--- src/rtl/encoder_4to2_priority_filtered_if.sv ---
// Request/enable lines into the encoder and the filtered code, valid and change strobe out.
// The master side drives requests; the slave side is the encoder.
interface encoder_4to2_priority_filtered_if;
  logic e;
  logic y0;
  logic y1;
  logic y2;
  logic y3;
  logic a;
  logic b;
  logic v;
  logic chg;

  modport master (
    output e, y0, y1, y2, y3,
    input  a, b, v, chg
  );

  modport slave (
    input  e, y0, y1, y2, y3,
    output a, b, v, chg
  );
endinterface

--- src/rtl/encoder_4to2_priority_filtered.sv ---
// Registered 4-to-2 priority encoder with enable and a FILTER-sample stability filter.
// Outputs update FILTER cycles after the candidate settles; no backpressure, strobe-only output.
module encoder_4to2_priority_filtered #(
  parameter int FILTER   = 1,
  parameter bit PRIO_LOW = 1'b0
) (
  input  logic                              clk,
  input  logic                              rst,
  encoder_4to2_priority_filtered_if.slave   bus
);

  localparam int CW = $clog2(FILTER + 1);

  if (FILTER < 1 || FILTER > 15) begin : g_bad_filter
    $error("FILTER must be in 1..15");
  end

  typedef struct packed {
    logic v;
    logic a;
    logic b;
  } code_t;

  code_t          cand;
  code_t          cand_reg;
  code_t          out_reg;
  logic [CW-1:0]  cnt;
  logic [CW-1:0]  cnt_nxt;
  logic           chg_reg;
  logic           upd;

  always_comb begin
    cand = '0;
    if (bus.e) begin
      if (PRIO_LOW) begin
        if      (bus.y0) cand = 3'b100;
        else if (bus.y1) cand = 3'b101;
        else if (bus.y2) cand = 3'b110;
        else if (bus.y3) cand = 3'b111;
      end else begin
        if      (bus.y3) cand = 3'b111;
        else if (bus.y2) cand = 3'b110;
        else if (bus.y1) cand = 3'b101;
        else if (bus.y0) cand = 3'b100;
      end
    end
  end

  // Count saturates at FILTER so a long-stable input never re-triggers an update.
  always_comb begin
    cnt_nxt = CW'(1);
    if (cand == cand_reg) begin
      if (cnt >= CW'(FILTER)) cnt_nxt = CW'(FILTER);
      else                    cnt_nxt = cnt + CW'(1);
    end
  end

  assign upd = (cnt_nxt == CW'(FILTER)) && (cand != out_reg);

  always_ff @(posedge clk) begin
    if (rst) begin
      cand_reg <= '0;
      cnt      <= '0;
      out_reg  <= '0;
      chg_reg  <= 1'b0;
    end else begin
      cand_reg <= cand;
      cnt      <= cnt_nxt;
      chg_reg  <= upd;
      if (upd) out_reg <= cand;
    end
  end

  assign bus.v   = out_reg.v;
  assign bus.a   = out_reg.a;
  assign bus.b   = out_reg.b;
  assign bus.chg = chg_reg;

endmodule

--- src/flat_wrapper.sv ---
// flat-port wrapper written by rule: the top's interface ports become plain ports
module encoder_4to2_priority_filtered_flat 
#(
  parameter int FILTER   = 1,
  parameter bit PRIO_LOW = 1'b0
)
  (clk, rst, bus_e, bus_y0, bus_y1, bus_y2, bus_y3, bus_a, bus_b, bus_v, bus_chg);
  encoder_4to2_priority_filtered_if bus_i ();
  input  logic clk;
  input  logic rst;
  input wire logic [$bits(bus_i.e)-1:0] bus_e;
  input wire logic [$bits(bus_i.y0)-1:0] bus_y0;
  input wire logic [$bits(bus_i.y1)-1:0] bus_y1;
  input wire logic [$bits(bus_i.y2)-1:0] bus_y2;
  input wire logic [$bits(bus_i.y3)-1:0] bus_y3;
  output wire logic [$bits(bus_i.a)-1:0] bus_a;
  output wire logic [$bits(bus_i.b)-1:0] bus_b;
  output wire logic [$bits(bus_i.v)-1:0] bus_v;
  output wire logic [$bits(bus_i.chg)-1:0] bus_chg;
  assign bus_i.e = bus_e;
  assign bus_i.y0 = bus_y0;
  assign bus_i.y1 = bus_y1;
  assign bus_i.y2 = bus_y2;
  assign bus_i.y3 = bus_y3;
  assign bus_a = bus_i.a;
  assign bus_b = bus_i.b;
  assign bus_v = bus_i.v;
  assign bus_chg = bus_i.chg;
  encoder_4to2_priority_filtered #(.FILTER(FILTER), .PRIO_LOW(PRIO_LOW)) u_core (.clk(clk), .rst(rst), .bus(bus_i));
endmodule
--- config.mk ---
export PLATFORM = sky130hd
export DESIGN_NAME = encoder_4to2_priority_filtered_flat
export DESIGN_NICKNAME = d
export VERILOG_FILES = /design/src/rtl/encoder_4to2_priority_filtered_if.sv /design/src/rtl/encoder_4to2_priority_filtered.sv /design/src/flat_wrapper.sv
export SDC_FILE = /design/constraint.sdc
export NUM_CORES = 1
export LEC_CHECK = 0
export CORE_AREA = 2 2 39 41
export DETAILED_ROUTE_END_ITERATION = 10
export DIE_AREA = 0 0 41 43
export SETUP_SLACK_MARGIN = 0.02
export SLEW_MARGIN = 40
export SYNTH_ARGS = -nofsm -noshare
export SYNTH_HDL_FRONTEND = slang
export SYNTH_SLANG_ARGS = --single-unit
--- constraint.sdc ---
create_clock -name clk -period 1.3 [get_ports clk]
set_clock_uncertainty 0.1 [all_clocks]
set_input_delay 0.13 -clock clk [delete_from_list [all_inputs] [get_ports clk]]
set_output_delay 0.13 -clock clk [all_outputs]
set_load 0.1 [all_outputs]
==> Yosys cells after proc, flatten, opt, wreduce, memory -nomap -nowiden <==
Index checks and enable logic that the tools add are counted.
{ "totals": {"register_bits": 8, "input_bits": 7, "out_inout_bits": 4, "elab_cells": 20} }
{ "op_classes": {"n_addsub": 1, "order_cmp": 1, "eq_ne": 2, "n_mux": 7, "reduce_logical": 1} }
{ "ops": {"columns": ["op", "n"], "rows": [
  ["$mux W3", 5],
  ["$eq A3 B3 Y1", 1],
  ["$ne A3 B3 Y1", 1],
  ["$mux W1", 2],
  ["$add A1 B1 Y1 const B", 1],
  ["$ge A1 B1 Y1 const B", 1],
  ["$logic_and A1 B1 Y1", 1]
]} }

==> Longest topological paths before layout <==
{ "depth": {"depth_word": 8, "depth_mapped": 4, "depth_no_buf": 4} }

==> Least setup slack after synthesis <==
Ideal clock, no wire load.
{ "synth_path": {"path_type": "register to register", "start": "register u_core.out_reg, in the netlist u_core.bus.a", "end": "register u_core.chg_reg, in the netlist u_core.bus.chg", "setup_time_ns": 0.125, "t_arrival_ns": 1.568, "required_ns": 1.075, "setup_slack_ns": -0.493, "stages_incl_launch_ff": 5, "n_path_buf": 0, "period_less_slack_ns": 1.793, "path_cell_list": "dfxtp_1 -> nor4bb_1 -> a31oi_1 -> a21boi_0 -> o22ai_1"} }
{ "synth_via": {"elab_chain_len": 2} }
{ "synth_lines": {"columns": ["item", "line", "text"], "rows": [
  ["start: declaration", "encoder_4to2_priority_filtered.sv:26", "code_t out_reg;"],
  ["start signal: assignment", "encoder_4to2_priority_filtered.sv:70", "if (upd) out_reg <= cand;"],
  ["$ne A3 B3 Y1", "encoder_4to2_priority_filtered.sv:58", "assign upd = (cnt_nxt == CW'(FILTER)) && (cand != out_reg);"],
  ["$logic_and A1 B1 Y1", "encoder_4to2_priority_filtered.sv:58", null],
  ["end signal: assignment", "encoder_4to2_priority_filtered.sv:69", "chg_reg <= upd;"],
  ["end: declaration", "encoder_4to2_priority_filtered.sv:29", "logic chg_reg;"]
]} }
No other way between the ends.
A chain may end at the register's enable or synchronous reset.

==> Final worst setup path <==
{ "layout_path": {"start": "input port bus_y0", "end": "register u_core.chg_reg, in the netlist u_core.bus.chg"} }
{ "layout_via": {"elab_chain_len": 8, "word_cells_on_any_way": 9, "classes_between": "eq/ne (2); mux (6); reduce/logical (1)"} }
{ "layout_lines": {"columns": ["item", "line", "text"], "rows": [
  ["start: declaration", "flat_wrapper.sv:12", "input wire logic [$bits(bus_i.y0)-1:0] bus_y0;"],
  ["$mux W3 (*)", "encoder_4to2_priority_filtered.sv:44", "else if (bus.y0) cand = 3'b100;"],
  ["$mux W3 (*)", "encoder_4to2_priority_filtered.sv:43", "else if (bus.y1) cand = 3'b101;"],
  ["$mux W3 (*)", "encoder_4to2_priority_filtered.sv:42", "else if (bus.y2) cand = 3'b110;"],
  ["$mux W3 (*)", "encoder_4to2_priority_filtered.sv:41", "if (bus.y3) cand = 3'b111;"],
  ["$mux W3 (*)", "encoder_4to2_priority_filtered.sv:34", "if (bus.e) begin"],
  ["$eq A3 B3 Y1", "encoder_4to2_priority_filtered.sv:52", "if (cand == cand_reg) begin"],
  ["$mux W1", "encoder_4to2_priority_filtered.sv:52", null],
  ["$logic_and A1 B1 Y1 (*)", "encoder_4to2_priority_filtered.sv:58", null]
]} }
Every way passes the cells marked *; elsewhere a longest branch is shown, timed or not.

==> metrics.yaml <==
power:
  p_leak_nw: 0.1781
  total_power_mw: 0.4533
  p_per_area_nw_per_um2: 1088
  vdd_drop_max_uv: 535.7
timing:
  setup_viol: 0
  rsz0062_at_grt: "false"
  period_share_pct: 94.66
  tns_ps: 0
  relSlewSlack_pct: 82.90
  whs_ps: 108.0
  slew_viol_final: 0
  fin_ws_ps: 69.44
  hold_viol_final: 0
  finalCriticalPeriod_ps: 1231
  tightest_slew_ps: 254.4
  max_freq_mhz: 812.6
setup_path:
  startpoint_type: "input pin"
  rrSetupSlack_ps: 160
  crit_required_ps: 1320
  critPathMaxFanout: 2
  endpoint_kind: "register"
  path_class: "in -> reg"
  cp.arrival_ps: 1250
cells_and_area:
  drive_gt1_share_pct: 42.11
  area_growth_pct: 112.1
  fin_util_pct: 30.11
  diodes: 0
  fin_nets: 47
  instances_no_fill: 54
  fin_area_sq_um: 416.7
placed_design:
  pre_cts_ws_ps: -321.5
  numPlacedInstances: 51
  portBuffers: 10
  place_area_sq_um: 387.9
  place_congestion: 0.6170
grt:
  grt_max_degree: 6
  grt_pass1_wl_um: 834
  antenna_found_initial: 0
  grt_overflow: 0
  grt_usage_pct: 7.940
  grt_pass1_vias: 216
clock_network:
  cts.sinks: 4
  clk_latency_ps: 240
  post_cts_buffers: 0
  clk_root_buffer_cell: "clkbuf_4"
  clock_path_buffers: 2
  cts_buffers: 3
  cts_tree: "done"
  holdBufCountCts: 0
  cts.clk_slew.worst_paths_ps: 40
  htreeDepth: 1
floorplan:
  rows: 14
  dieArea_sq_um: 1763
  fp.dieH_um: 43
  dieWidth_um: 41
  fp.coreArea_sq_um: 1384
  start_util_pct: 14.20
  io_pins: 11
routing:
  drtAntennaViolNets: 0
  wl_per_cell_um: 8.759
  first_iter_violations: 1
  vias: 225
  firstDrtPassIters: 4
  drc: 0
  routed_via_density: 4.167
  wirelength_um: 473
yosys:
  syn_avg_cell_area_sq_um: 8.929
  seq_area_frac_synth_pct: 40.76
  ys_ff_latch: 4
  synth.distinct_cells: 14
  synthCells: 22
  synthesis.area_sq_um: 196.4
  ys_warn_count: 0
  synth_nets: 29
run:
  max_cap_violations: 0
outcome:
  outcome: "finished, final reports clean"
worst_hold_path:
  hp-class: "in -> reg"
[synth_stat cells, drive strengths merged]
master  number  area share [%]
nor2         5             9.6
a21boi       1             3.8
nand2b       2             6.4
a21o         1             4.5
a31oi        1             3.2
o22ai        1             3.2
dfxtp        4              41
inv          1             1.9
xor2         1             4.5
nand4b       1             4.5
a21oi        1             2.5
nor4bb       1             5.1
nor4         1             6.4
o31ai        1             3.8
[final cells by class]
type	count	area [sq um]
well taps	16	20.02
inverters	1	3.754
repair buffers	13	162.7
fillers	153	967.2
flip-flops and latches	4	88.84
multi-input cells	17	118.9
clock buffers	3	22.52
[where the power goes]
group	internal, mW	switching, mW
sequential	0.131	0.0105
clock	0.104	0.0557
combinational	0.0650	0.0874
total	0.300	0.154
[worst max-delay path: stages]
cell and delay [ps]:
clkdlybuf4s50_1 410, nor4_2 300, nand2b_1 160, xor2_1 160
o22ai_1 90
[cells by family after synthesis]
family	synth area share, %
AO/OA/AOI/OAI	21.02
XOR/XNOR	4.459
buffers and inverters	1.909
flip-flops	40.77
AND/OR/NAND/NOR	31.85
[layer usage]
metal | track usage, % | wire [um] | up-vias
met2 | 9.688 | 226 | 8
li1 | - | - | 114
met4 | 4.000 | 0 | 0
met1 | 7.742 | 198 | 103
met3 | 9.424 | 48 | 0
met5 | 0 | 0 | -
[placed cells by master, fill, tap and decap left out, drive strengths merged, types with 2 or more instances in the layout]
cell type,count
buf,7
nor2,5
dfxtp,4
clkbuf,3
clkdlybuf4s50,3
nand2b,2
dlygate4sd2,2
[worst paths after layout]
| check | start | to | depth (start not counted) |
|---|---|---|---|
| max | bus_y0 | u_core.bus.chg | 5 |
| max reg2reg | u_core.bus.b | u_core.bus.chg | 4 |
| min reg2reg | u_core.bus.v | u_core.bus.chg | 2 |
| min | bus_y1 | u_core.bus.v | 3 |
[timing repair]
item                       4_1_cts  5_1_grt
pin swaps                        1        2
gates resized for setup          3        2
setup endpoints to repair        1        1
Power figures use the tool's default switching activity.
